==> src/rtl/node_port_sequencer.sv <==
// node_port_sequencer
// Execution sequencer for one TIS node. It sits between the instruction
// ROM/PC block and the four neighbour ports. It issues step_en, which is the
// ROM/PC clock enable and the ACC write qualifier. step_en is held low while
// a MOV-style instruction waits on a port read or write handshake.
//
// Build option: define TIS_ANY_LAST_EN to widen src_port/dst_port to 3 bits.
// This adds the ANY (4) and LAST (5) pseudo-ports and a last_port register.
// The default build uses 2-bit port fields and has neither.
module node_port_sequencer #(
    parameter int DATA_W = 11,
    parameter int NPORTS = 4
) (
    input  logic                     clk,
    input  logic                     reset,
    input  logic                     run,
    input  logic                     src_is_port,
`ifdef TIS_ANY_LAST_EN
    input  logic [2:0]               src_port,
`else
    input  logic [1:0]               src_port,
`endif
    input  logic                     dst_is_port,
`ifdef TIS_ANY_LAST_EN
    input  logic [2:0]               dst_port,
`else
    input  logic [1:0]               dst_port,
`endif
    input  logic [DATA_W-1:0]        operand_in,
    input  logic [NPORTS-1:0]        in_valid,
    input  logic [NPORTS*DATA_W-1:0] in_data,
    output logic [NPORTS-1:0]        in_ready,
    output logic [NPORTS-1:0]        out_valid,
    output logic [DATA_W-1:0]        out_data,
    input  logic [NPORTS-1:0]        out_ready,
    output logic [DATA_W-1:0]        operand,
    output logic                     step_en,
    output logic                     stall
);

    typedef enum logic [2:0] {
        IDLE    = 3'd0,
        EXEC    = 3'd1,
        RD_WAIT = 3'd2,
        WR_WAIT = 3'd3,
        DONE    = 3'd4
    } state_t;

    state_t            state_q, state_d;
    logic [DATA_W-1:0] rd_data_q, rd_data_d;

    // Resolved port selects. *_sel is the one-hot set of ports that take part
    // in the handshake. *_nil means the transfer completes with no handshake.
    logic [NPORTS-1:0] rd_sel, wr_sel;
    logic              rd_nil, wr_nil;
    logic              rd_done, wr_done;
    logic [1:0]        rd_idx;
    logic [DATA_W-1:0] rd_word;
    logic [DATA_W-1:0] src_value;

    // Returns a one-hot vector with only the lowest set bit of v.
    // This gives LEFT, RIGHT, UP, DOWN priority.
    function automatic logic [NPORTS-1:0] lowest_onehot(input logic [NPORTS-1:0] v);
        lowest_onehot = '0;
        for (int k = NPORTS - 1; k >= 0; k--) begin
            if (v[k]) begin
                lowest_onehot    = '0;
                lowest_onehot[k] = 1'b1;
            end
        end
    endfunction

    // Returns the index of the lowest set bit of v, or 0 when v is empty.
    function automatic logic [1:0] lowest_idx(input logic [NPORTS-1:0] v);
        lowest_idx = 2'd0;
        for (int k = NPORTS - 1; k >= 0; k--) begin
            if (v[k]) lowest_idx = 2'(k);
        end
    endfunction

`ifdef TIS_ANY_LAST_EN
    localparam logic [2:0] PORT_ANY  = 3'd4;
    localparam logic [2:0] PORT_LAST = 3'd5;
    localparam logic [2:0] LAST_NONE = 3'd7;

    // last_port holds the port used by the most recent ANY transfer.
    // LAST_NONE (bit 2 set) means no ANY transfer has happened yet.
    logic [2:0] last_port_q, last_port_d;
    logic [1:0] wr_idx;

    // Resolves direct, ANY and LAST codes to handshake selects.
    always_comb begin
        rd_sel = '0;
        rd_nil = 1'b0;
        wr_sel = '0;
        wr_nil = 1'b0;
        case (src_port)
            3'd0, 3'd1, 3'd2, 3'd3: rd_sel[src_port[1:0]] = 1'b1;
            PORT_ANY:               rd_sel = lowest_onehot(in_valid);
            PORT_LAST: begin
                if (last_port_q[2]) rd_nil = 1'b1;
                else                rd_sel[last_port_q[1:0]] = 1'b1;
            end
            default:                rd_nil = 1'b1;
        endcase
        case (dst_port)
            3'd0, 3'd1, 3'd2, 3'd3: wr_sel[dst_port[1:0]] = 1'b1;
            PORT_ANY:               wr_sel = '1;
            PORT_LAST: begin
                if (last_port_q[2]) wr_nil = 1'b1;
                else                wr_sel[last_port_q[1:0]] = 1'b1;
            end
            default:                wr_nil = 1'b1;
        endcase
    end

    // wr_idx is the first accepting port by priority; an ANY write records it.
    assign wr_idx = lowest_idx(wr_sel & out_ready);
`else
    // Decodes the 2-bit port fields directly to one-hot selects.
    always_comb begin
        rd_sel           = '0;
        wr_sel           = '0;
        rd_sel[src_port] = 1'b1;
        wr_sel[dst_port] = 1'b1;
    end

    assign rd_nil = 1'b0;
    assign wr_nil = 1'b0;
`endif

    assign rd_idx  = lowest_idx(rd_sel);
    assign rd_word = in_data[int'(rd_idx) * DATA_W +: DATA_W];
    assign rd_done = rd_nil || (|(rd_sel & in_valid));
    assign wr_done = wr_nil || (|(wr_sel & out_ready));

    // A port source always takes the value captured by the completed read.
    assign src_value = src_is_port ? rd_data_q : operand_in;
    assign operand   = src_value;
    assign out_data  = (state_q == WR_WAIT) ? src_value : '0;
    assign stall     = (state_q == RD_WAIT) || (state_q == WR_WAIT);

    // Next-state, handshake and step-enable decode for the sequencer FSM.
    always_comb begin
        // NOTE: every signal written here gets a default first, so no path
        // leaves one unassigned and no latch is inferred.
        state_d   = state_q;
        rd_data_d = rd_data_q;
`ifdef TIS_ANY_LAST_EN
        last_port_d = last_port_q;
`endif
        in_ready  = '0;
        out_valid = '0;
        step_en   = 1'b0;

        case (state_q)
            IDLE: begin
                if (run) state_d = EXEC;
            end

            EXEC: begin
                if (!run) begin
                    state_d = IDLE;
                end else if (src_is_port) begin
                    state_d = RD_WAIT;
                end else if (dst_is_port) begin
                    state_d = WR_WAIT;
                end else begin
                    // A register or immediate instruction retires in this cycle.
                    step_en = 1'b1;
                end
            end

            RD_WAIT: begin
                in_ready = rd_sel;
                if (rd_done) begin
                    rd_data_d = rd_nil ? '0 : rd_word;
`ifdef TIS_ANY_LAST_EN
                    if (src_port == PORT_ANY) last_port_d = {1'b0, rd_idx};
`endif
                    // For a port-to-port MOV, the write runs after the read.
                    state_d = dst_is_port ? WR_WAIT : DONE;
                end
            end

            DONE: begin
                step_en = 1'b1;
                state_d = EXEC;
            end

            WR_WAIT: begin
                // out_valid is held until the neighbour accepts.
                out_valid = wr_sel;
                if (wr_done) begin
                    step_en = 1'b1;
`ifdef TIS_ANY_LAST_EN
                    if (dst_port == PORT_ANY) last_port_d = {1'b0, wr_idx};
`endif
                    state_d = EXEC;
                end
            end

            default: state_d = IDLE;
        endcase
    end

    // State registers, with a synchronous active-high reset.
    always_ff @(posedge clk) begin
        // NOTE: state registers use non-blocking assignments. All flops then
        // update together at the edge, whatever order the statements are in.
        if (reset) begin
            state_q   <= IDLE;
            rd_data_q <= '0;
`ifdef TIS_ANY_LAST_EN
            last_port_q <= LAST_NONE;
`endif
        end else begin
            state_q   <= state_d;
            rd_data_q <= rd_data_d;
`ifdef TIS_ANY_LAST_EN
            last_port_q <= last_port_d;
`endif
        end
    end

endmodule

==> config.mk <==
export PLATFORM = sky130hd
export DESIGN_NAME = node_port_sequencer
export DESIGN_NICKNAME = d
export VERILOG_FILES = /design/src/rtl/node_port_sequencer.sv
export SDC_FILE = /design/constraint.sdc
export NUM_CORES = 1
export LEC_CHECK = 0
export ABC_AREA = 1
export BUFFER_PORTS_ARGS = -buffer_cell sky130_fd_sc_hd__buf_2
export CELL_PAD_IN_SITES_DETAIL_PLACEMENT = 1
export CELL_PAD_IN_SITES_GLOBAL_PLACEMENT = 2
export CORE_MARGIN = 2
export CORE_UTILIZATION = 16
export DETAILED_ROUTE_END_ITERATION = 8
export PLACE_DENSITY = 0.77
export SYNTH_ARGS = -nofsm -noshare
export SYNTH_HDL_FRONTEND = slang
export SYNTH_SLANG_ARGS = --single-unit
==> constraint.sdc <==
create_clock -name clk -period 1.45 [get_ports clk]
set_input_delay 0.145 -clock clk [delete_from_list [all_inputs] [get_ports clk]]
set_output_delay 0.145 -clock clk [all_outputs]
set_load 0.01 [all_outputs]
# == Word-level counts from Yosys, hierarchy flattened ==
# Index checks and enable logic that the tools add are counted.
# totals
reg_bits,14
latch_bits,0
ram_bits,0
mem_bits_ro,0
input_bits,72
out_inout_bits,32
wordCells,51
mem_count,0
# classes
n_addsub,0
n_mul,1
n_div,0
order_cmp,4
eq_ne,8
shifts,1
muxes,25
bitwise_logic,2
n_reduce_logical,8
# op_table
op,count
indexed part select 44 x 7 -> 11 bit,1
2-to-1 mux 11 bit,2
2-to-1 mux 3 bit,7
one-hot mux 3 bit (5 select lines),1
AND 4 bit,2
2-to-1 mux 2 bit,4
2-to-1 mux 4 bit,2
OR reduction 4 bit,2
"== test 3 x 2 -> 1 bit, second input constant",2
"< comparator 2 x 3 -> 1 bit, second input constant",2
"multiplier 2 x 4 -> 6 bit, second input constant",1
2-to-1 mux 1 bit,6
"!= test 2 bit, second input constant",3
demux 1 bit (select 2 bit),2
"greater-or-equal comparator 2 x 1 -> 1 bit, second input constant",2
"!= test 4 bit, second input constant",1
AND reduction 4 bit,1
"== test 3 x 1 -> 1 bit, second input constant",1
"== test 3 bit, second input constant",1
logical NOT 3 bit,1
one-hot mux 1 bit (3 select lines),1
logical AND 1 bit,2
AND reduction 2 bit,1
logical OR 1 bit,1

# == Depth between registers and ports, before layout ==
# Gate-level depths: netlist of the first run.
# depth
depth_word,10
ltp_mapped,10
depth_no_buf,8

# == Worst setup path after synthesis of the first run ==
# OpenSTA, ideal clock, no wires.
# synth_timing
path_type,flip-flop to output port
start,register state_q[1]
end,output port out_data[0]
arrival_time_ns,1.224
setup_slack_ns,0.081
stages_incl_launch_ff,6
path_cell_list,dfxtp_1 inv_1 nor2_1 nand2_1 clkbuf_1 a21oi_1
# synth_between
elab_chain_cells,2
# synth_lines
element,line_no,rtl
"start, declared",49,"state_t state_q, state_d;"
"start signal, assigned",218,state_q <= state_d;
== test 3 x 2 -> 1 bit,140,assign out_data = (state_q == WR_WAIT) ? src_value : '0;
2-to-1 mux 11 bit,140,
"end, declared",34,"output logic [DATA_W-1:0] out_data,"
# Every way passes these cells.

# == Final worst setup path of the first run ==
# layout_timing
start,register state_q[1]
end,output port in_ready[0]
# layout_between
elab_chain_cells,2
# layout_lines
element,line_no,rtl
== test 3 x 2 -> 1 bit,156,case (state_q)
2-to-1 mux 4 bit,156,
"end, declared",32,"output logic [NPORTS-1:0] in_ready,"
# Every way passes these cells.

==> results of run 1 <==
## state kept, by name, indices dropped and copies added (netlist names)
register,cells
rd_data_q,11
state_q,3
## per-layer routing
layer / routed length (um) / part of all wire, % / vias up / global-route usage [%]
met5: 0 / 0 / - / 0
met4: 40 / 0.76 / 0 / 1.894
met3: 300 / 5.7 / 7 / 3.568
met2: 2672 / 51 / 51 / 24.32
met1: 2230 / 43 / 817 / 14.83
li1: - / - / 948 / -
## Yosys cell counts (2+ instances only)
| cell type | instances |
|---|---|
| a21oi_1 | 11 |
| buf_2 | 4 |
| clkbuf_1 | 5 |
| dfxtp_1 | 14 |
| inv_1 | 11 |
| inv_2 | 3 |
| nand2_1 | 80 |
| nand3_1 | 20 |
| nand3b_1 | 2 |
| nand4_1 | 12 |
| nor2_1 | 33 |
| nor2_2 | 2 |
| nor3_1 | 9 |
| o21ai_0 | 3 |
| o21ai_1 | 10 |
## power by group through the flow
stage          Combinational (W)  Clock [W]  Sequential, W
3_3_place_gp            0.000662          0       0.000490
4_1_cts                 0.000684   0.000325       0.000488
5_1_grt                 0.000804   0.000348       0.000500
6_report                0.000703   0.000312       0.000491
3_5_place_dp            0.000674          0       0.000490
2_1_floorplan           0.000392          0       0.000480
## cell type report
cell class | instances | area [um2] | share of cell area (%)
timing repair buffer | 113 | 615.6 | 31.24
tap | 99 | 123.9 | 6.286
inverter | 14 | 55.05 | 2.794
clock buffer | 3 | 41.29 | 2.095
multi-input combinational | 185 | 848.3 | 43.05
sequential | 14 | 286.5 | 14.54
## cell families after synthesis
kind of cell	after synthesis	synth area share [%]
AOI/OAI and AO/OA	25	10.36
DFF	14	22.97
buffers and inverters	26	9.333
and+or+nand+nor	160	57.33
## critical path: cells and delay by family, from the launching register on
family                 cells  cell delay (ns)
AND/OR/NAND/NOR            2             0.37
flip-flops                 1             0.33
buffers and inverters      3             0.32
## worst max path at each step
stage	end	slack (ns)
after floorplan	out_data[0]	0.08
after global placement	step_en	0.17
after detailed placement	rd_data_q[8]	0.13
after CTS	in_ready[0]	-0.01
after global routing	in_ready[0]	-0.05
final	in_ready[0]	0.04
## metrics by stage
step	cells	setup WS, ns	hold WS [ns]	util (%)	cell area (um2)
after floorplan	225	0.08094	0.2229	-	1220
after global placement	423	0.1690	0.3456	25.69	1883
after detailed placement	423	0.1309	0.3404	25.69	1883
after CTS	426	-0.01127	0.06876	26.39	1934
after global routing	428	-0.05413	0.07153	26.88	1971
final	428	0.03904	0.07221	26.88	1971
## repair_timing
action	in CTS	in global routing
buffers inserted	0	2
pin swaps	0	1
setup endpoints to repair	19	19
gates resized for setup	7	7
==> flow_metrics.env, run 1 <==
export IMPL_drt_first_pass_iters=4
export IMPL_die_w_um=91.32
export IMPL_antenna_cells=0
export IMPL_wl_per_cell_um=12.25
export IMPL_finalWirelength_um=5243
export IMPL_grt_max_degree=19
export IMPL_hold_class="in -> reg"
export IMPL_maxSlewViolCount=0
export IMPL_grt_pass1_vias=1951
export IMPL_hold_viol=0
export IMPL_reg2reg_depth=7
export IMPL_finalClockSkew_ns=0.002972
export IMPL_fillerInstances=974
export IMPL_final_min_clock_period_ns=1.411
export IMPL_synth_seq_area_share_pct=22.97
export IMPL_yosysTopAreaCell="nand2_1"
export IMPL_core_area_mm2=0.007331
export IMPL_row_count=31
export IMPL_p_total_w=0.001505
export IMPL_synth_top_area_share_pct=24.62
export IMPL_gp_congestion=0.7934
export IMPL_syn_cell_area_mm2=0.001220
export IMPL_crit_chain="inv_4 -> nor3_4 -> inv_2 -> nor3_2 -> buf_2"
export IMPL_cpPeakStageDelay_ns=0.33
export IMPL_synth_cells=225
export IMPL_p_per_area_mw_per_mm2=763.8
export IMPL_p_int_w=0.0009319
export IMPL_power_switching_w=0.0005733
export IMPL_fin_crit_sh_pct=97.31
export IMPL_syn_num_nets=297
export IMPL_yosysWarningCount=0
export IMPL_ys_seq_elements=14
export IMPL_peakVddDrop_mv=0.2894
export IMPL_synthDistinctLibCells=21
export IMPL_ys_async_sr_fraction_pct=0
export IMPL_layout_nets=403
export IMPL_hold_path_depth=2
export IMPL_cts_num_sinks=14
export IMPL_antenna_found_initial=0
export IMPL_synth_area_top_cells="nand2_1, dfxtp_1, nor2_1, nand3_1, nand4_1"
export IMPL_drtIter0Drc=30
export IMPL_worstSetupStartpoint="state_q[1]"
export IMPL_hold_buffers=0
export IMPL_max_freq_mhz=708.7
export IMPL_drive_gt1_share_pct=40.73
export IMPL_clock_latency_ns=0.25
export IMPL_status="completed"
export IMPL_cp_end_kind="output pin"
export IMPL_root_buffer="clkbuf_8"
export IMPL_power_leakage_nw=1.084
export IMPL_mostFrequentLayoutCell="buf_2"
export IMPL_ant_nets=0
export IMPL_cp_max_fo=5
export IMPL_start_util_pct=16.64
export IMPL_pwr_share_seq_pct=32.6
export IMPL_pwr_share_clk_pct=20.7
export IMPL_cts_buffer_depth=2
export IMPL_grt_overflow_total=0
export IMPL_setup_tns_final_ns=0
export IMPL_cts_htree_levels=1
export IMPL_vias_per_cell=4.259
export IMPL_worstHoldStart="reset"
export IMPL_die_area_mm2=0.008339
export IMPL_cp_slowest_cell="dfxtp_2"
export IMPL_p_comb_share_pct=46.7
export IMPL_drc_errors=0
export IMPL_clkSlewWorstSetupHoldPaths_ns=0.05
export IMPL_path_class="reg -> out"
export IMPL_synth_main_ff_cell="dfxtp_1"
export IMPL_arrival_ns=1.27
export IMPL_cts_tree="done"
export IMPL_numCtsBuffers=3
export IMPL_reg2reg_to="rd_data_q[3]"
export IMPL_maxCapViolCount=0
export IMPL_hold_end="state_q[2]"
export IMPL_grt_usage_pct=12.96
export IMPL_dp_hpwl_um=4429
export IMPL_setup_violations=0
export IMPL_slew_headroom_pct=74.88
export IMPL_synth_area_per_cell_um2=5.422
export IMPL_max_slew_worst_pin_slew_ns=0.3764
export IMPL_die_h_um=91.32
export IMPL_r2r_slack_ns=0.16
export IMPL_vias=1823
export IMPL_io_pins=104
export IMPL_swShare_pct=38.09
export IMPL_cp_data_required_time_ns=1.31
export IMPL_grt_pass1_wl_um=8852
export IMPL_rsz0062_at_grt="true"
export IMPL_r2r_start="state_q[1]"
export IMPL_numPortBuffers=103
export IMPL_start_kind="register"
export IMPL_synth_edf_count=0
export IMPL_final_cell_mix="buf_2, nand2_1, nor2_1"
export IMPL_area_growth_pct=61.54
No activity file was read; power rests on OpenSTA's default activity.
==> inputs of run 2 (changes only) <==
--- a/config.mk
+++ b/config.mk
@@ -12,7 +12,9 @@
 export CORE_MARGIN = 2
 export CORE_UTILIZATION = 16
 export DETAILED_ROUTE_END_ITERATION = 8
+export GPL_TIMING_DRIVEN = 0
 export PLACE_DENSITY = 0.77
+export REMOVE_ABC_BUFFERS = 1
 export SYNTH_ARGS = -nofsm -noshare
 export SYNTH_HDL_FRONTEND = slang
 export SYNTH_SLANG_ARGS = --single-unit
==> run 2 against run 1 <==
  * Clock power rose by 2%
  * Die area did not move
  * First-iteration DRC count rose by 57%
  * Critical path depth rose by 2
  * Hold slack improved by 0.0039 ns
  * Cell area fell by 3.7%
  * Sequential share of layout area rose by 0.37 points
  * Cell count fell by 1.9%
  * Largest power group unchanged
  * Highest routed layer unchanged
==> flow_metrics.env, run 2 (same netlist as run 1, synthesis figures left out) <==
export IMPL_grt_pass1_wl_um=8521
export IMPL_peakVddDrop_mv=0.2109
export IMPL_vias_per_cell=4.307
export IMPL_numPortBuffers=103
export IMPL_slew_headroom_pct=67.41
export IMPL_hold_viol=0
export IMPL_grt_pass1_vias=1861
export IMPL_power_leakage_nw=1.035
export IMPL_fin_crit_sh_pct=95.90
export IMPL_antenna_found_initial=0
export IMPL_start_kind="input port"
export IMPL_finalNonFillerCells=420
export IMPL_top_regs="rd_data_q (11), state_q (3)"
export IMPL_maxCapViolCount=0
export IMPL_final_min_clock_period_ns=1.391
export IMPL_die_area_mm2=0.008339
export IMPL_die_w_um=91.32
export IMPL_maxSlewViolCount=0
export IMPL_antenna_cells=0
export IMPL_row_count=31
export IMPL_layout_nets=395
export IMPL_cts_htree_levels=1
export IMPL_start_util_pct=16.64
export IMPL_drc_errors=0
export IMPL_root_buffer="clkbuf_8"
export IMPL_clock_latency_ns=0.24
export IMPL_p_per_area_mw_per_mm2=778.1
export IMPL_max_freq_mhz=719.1
export IMPL_numCtsBuffers=3
export IMPL_largest_register_ffs=11
export IMPL_finalClockSkew_ns=0.001600
export IMPL_drtIter0Drc=47
export IMPL_arrival_ns=1.25
export IMPL_ant_nets=0
export IMPL_drive_gt1_share_pct=38.63
export IMPL_path_class="in -> out"
export IMPL_hold_worst_slack_ns=0.07608
export IMPL_utilization_pct=25.87
export IMPL_max_slew_worst_pin_slew_ns=0.4883
export IMPL_cts_num_sinks=14
export IMPL_area_growth_pct=55.49
export IMPL_core_area_mm2=0.007331
export IMPL_rsz0062_at_grt="true"
export IMPL_final_cell_mix="buf_2, nand2_1, nor2_1"
export IMPL_hold_class="in -> reg"
export IMPL_gp_congestion=0.7077
export IMPL_setup_violations=0
export IMPL_drt_first_pass_iters=3
export IMPL_fin_ws_ns=0.05945
export IMPL_clkSlewWorstSetupHoldPaths_ns=0.06
export IMPL_cp_data_required_time_ns=1.31
export IMPL_die_h_um=91.32
export IMPL_cts_tree="done"
export IMPL_regMostFlops="rd_data_q"
export IMPL_finalWirelength_um=5209
export IMPL_vias=1809
export IMPL_dp_hpwl_um=4235
export IMPL_mostFrequentLayoutCell="buf_2"
export IMPL_cts_buffer_depth=2
export IMPL_grt_overflow_total=0
export IMPL_cp_end_kind="output pin"
export IMPL_io_pins=104
export IMPL_place_ws_ns=-0.4760
export IMPL_place_inst=415
export IMPL_grt_max_degree=20
export IMPL_wl_per_cell_um=12.40
export IMPL_cp_max_fo=13
export IMPL_status="completed"
export IMPL_grt_usage_pct=12.41
-- run 2: cell types whose count changed in the layout (fill, tap and decap cells not counted), sizes merged --
cell  change
buf       -8
-- run 2: path summary, 6_finish.rpt --
check / start / end / slack [ns] / depth (start not counted)
hold reg to reg: rd_data_q[1] / rd_data_q[1] / 0.50 / 2
hold / removal: reset / state_q[2] / 0.08 / 2
setup reg to reg: state_q[0] / rd_data_q[8] / 0.20 / 6
setup / recovery: src_is_port / step_en / 0.06 / 7
-- run 2: routing by layer --
layer / vias up / track usage (%) / routed length, um
met5: - / 0 / 0
met4: 0 / 1.263 / 41
met3: 4 / 2.573 / 246
met2: 52 / 24.32 / 2727
met1: 823 / 14.09 / 2193
li1: 930 / - / -
-- run 2: area by class of cell --
type	instances	area, um2
Fill cell	1003	5434
Multi-Input combinational cell	185	865.8
Timing Repair Buffer	105	530.5
Sequential cell	14	282.8
Tap cell	99	123.9
Inverter	14	52.55
Clock buffer	3	41.29
-- run 2: what timing repair did --
| item | CTS | global route |
|---|---|---|
| hold buffers | 0 | 0 |
| endpoints found under the setup margin | 33 | 31 |
| resized for setup | 8 | 5 |
| pin swaps | 1 | 0 |
| buffers inserted | 1 | 1 |
-- run 2: critical path: stages --
cell and delay, ns:
buf_2 0.17, inv_1 0.36, nand3_1 0.13, nor2_1 0.17, a31oi_1 0.05, o21ai_0 0.07
buf_2 0.15
-- run 2: per-stage QoR --
stage	area, um2	total power [W]	TNS [ns]
detailed placement	1798	0.001119	-6.591
finish	1897	0.001476	0
CTS	1869	0.001475	-0.03434
global placement	1798	0.001105	-5.666
global route	1897	0.001614	-0.2366
floorplan	1159	0.0008413	0
-- run 2: where the power goes --
group	internal [W]	switching, W
clock network	0.000184	0.000135
registers	0.000445	0.0000522
logic	0.000260	0.000400
total	0.000889	0.000587
==> inputs of run 3 (changes only) <==
--- a/config.mk
+++ b/config.mk
@@ -10,10 +10,10 @@
 export CELL_PAD_IN_SITES_DETAIL_PLACEMENT = 1
 export CELL_PAD_IN_SITES_GLOBAL_PLACEMENT = 2
 export CORE_MARGIN = 2
-export CORE_UTILIZATION = 16
+export CORE_UTILIZATION = 14
 export DETAILED_ROUTE_END_ITERATION = 8
 export GPL_TIMING_DRIVEN = 0
-export PLACE_DENSITY = 0.77
+export PLACE_DENSITY = 0.71
 export REMOVE_ABC_BUFFERS = 1
 export SYNTH_ARGS = -nofsm -noshare
 export SYNTH_HDL_FRONTEND = slang
==> constraint.sdc (replaced) <==
create_clock -name clk -period 1.2 [get_ports clk]
set_input_delay 0.12 -clock clk [delete_from_list [all_inputs] [get_ports clk]]
set_output_delay 0.12 -clock clk [all_outputs]
set_load 0.01 [all_outputs]
==> run 3 against run 2 <==
  * Cell count is 5.7% higher
  * Sequential power is 22% higher
  * The flow now finishes with violations (negative setup slack)
  * Power is 53% higher
  * Flip-flop and latch count stayed put
  * Hold slack worse by 0.024 ns
==> flow_metrics.env, run 3 (same netlist as run 1, synthesis figures left out) <==
export IMPL_numCtsBuffers=3
export IMPL_postLayoutCellArea_mm2=0.002258
export IMPL_maxSlewViolCount=0
export IMPL_cp_max_fo=5
export IMPL_hold_class="in -> reg"
export IMPL_grt_pass1_wl_um=9370
export IMPL_die_w_um=97.35
export IMPL_cp_data_required_time_ns=1.08
export IMPL_status="complete, but fails checks"
export IMPL_start_util_pct=14.20
export IMPL_multiInputGateArea_mm2=0.001047
export IMPL_utilization_pct=26.28
export IMPL_numPortBuffers=103
export IMPL_place_inst=424
export IMPL_dp_hpwl_um=4343
export IMPL_regMostFlops="rd_data_q"
export IMPL_fillerInstances=1135
export IMPL_start_kind="register"
export IMPL_cp_end_kind="output pin"
export IMPL_arrival_ns=1.27
export IMPL_cts_htree_levels=1
export IMPL_die_h_um=97.35
export IMPL_vias_per_cell=4.288
export IMPL_cts_num_sinks=14
export IMPL_place_ws_ns=-0.7169
export IMPL_maxCapViolCount=0
export IMPL_final_cell_mix="buf_2, nand2_1, nor2_1"
export IMPL_final_min_clock_period_ns=1.389
export IMPL_cp_slowest_cell="dfxtp_4"
export IMPL_drive_gt1_share_pct=52.08
export IMPL_grt_overflow_total=0
export IMPL_slew_headroom_pct=65.10
export IMPL_clkSlewWorstSetupHoldPaths_ns=0.06
export IMPL_cts_buffer_depth=2
export IMPL_hold_viol=0
export IMPL_setup_tns_final_ns=-4.308
export IMPL_cpPeakStageDelay_ns=0.36
export IMPL_dpl_cell_area_mm2=0.001809
export IMPL_wl_per_cell_um=13.05
export IMPL_grt_pass1_vias=2052
export IMPL_ant_nets=0
export IMPL_finalClockSkew_ns=0.005229
export IMPL_grt_usage_pct=12.06
export IMPL_power_leakage_nw=1.120
export IMPL_mostFrequentLayoutCell="buf_2"
export IMPL_p_per_area_mw_per_mm2=1003
export IMPL_area_growth_pct=85.13
export IMPL_finalWirelength_um=5793
export IMPL_crit_chain="nor3_4 -> inv_2 -> nor3_1 -> buf_2"
export IMPL_fin_ws_ns=-0.1895
export IMPL_clock_latency_ns=0.25
export IMPL_rsz0062_at_grt="true"
export IMPL_largest_register_ffs=11
export IMPL_top_regs="rd_data_q (11), state_q (3)"
export IMPL_core_area_mm2=0.008593
export IMPL_vias=1904
export IMPL_die_area_mm2=0.009476
export IMPL_antenna_found_initial=0
export IMPL_peakVddDrop_mv=0.3267
export IMPL_hold_buffers=0
export IMPL_setup_violations=35
export IMPL_max_freq_mhz=719.7
export IMPL_io_pins=104
export IMPL_cts_tree="done"
export IMPL_finalNonFillerCells=444
export IMPL_row_count=34
export IMPL_path_class="reg -> out"
export IMPL_layout_nets=410
export IMPL_gp_congestion=0.7084
export IMPL_fin_crit_sh_pct=115.8
export IMPL_drc_errors=0
export IMPL_drt_first_pass_iters=4
export IMPL_max_slew_worst_pin_slew_ns=0.5229
export IMPL_regArea_um2=289.0
export IMPL_drtIter0Drc=51
export IMPL_grt_max_degree=20
export IMPL_antenna_cells=0
export IMPL_violations="negative setup slack"
export IMPL_root_buffer="clkbuf_8"
-- run 3: metal layers --
layer / vias up / GRT usage [%] / wire length (um)
met5: - / 0 / 0
met4: 0 / 1.068 / 7
met3: 3 / 2.230 / 196
met2: 40 / 23.72 / 3185
met1: 892 / 13.94 / 2404
li1: 969 / - / -
-- run 3: cell type report --
cell class,instances,area share (%)
clock buffer,3,1.828
inverter,14,2.715
multi-input combinational,187,46.37
sequential,14,12.80
tap,108,5.983
timing repair buffer,118,30.30
-- run 3: worst paths after layout --
kind / startpoint / to / slack (ns) / depth (start not counted)
worst max-delay path: state_q[0] / in_ready[2] / -0.19 / 4
worst min-delay path: reset / state_q[2] / 0.05 / 2
worst max register to register: state_q[0] / rd_data_q[7] / -0.12 / 6
worst min register to register: rd_data_q[9] / rd_data_q[9] / 0.50 / 2
-- run 3: repair_timing --
action | in CTS | in global routing
gates resized for setup | 51 | 18
gates cloned | 2 | 0
setup endpoints to repair | 34 | 42
pin swaps | 8 | 16
setup buffers | 12 | 4
-- run 3: per-stage QoR --
| step | total power (W) | hold slack [ns] |
|---|---|---|
| finish | 0.002265 | 0.05201 |
| CTS | 0.002127 | 0.05208 |
| detailed placement | 0.001356 | 0.3232 |
| global route | 0.002445 | 0.04994 |
| global placement | 0.001337 | 0.3177 |
| floorplan | 0.001017 | 0.1979 |
-- run 3: critical path: cells and delay by family, from the launching register on --
kind	cells	cell delay, ns
buffers and inverters	2	0.27
DFF	1	0.36
and+or+nand+nor	2	0.38
-- run 3: where the power goes --
part	leakage, nW	switching [W]	internal (W)
clock network	0.0216	0.000163	0.000222
logic	0.983	0.000691	0.000582
registers	0.116	0.0000634	0.000543
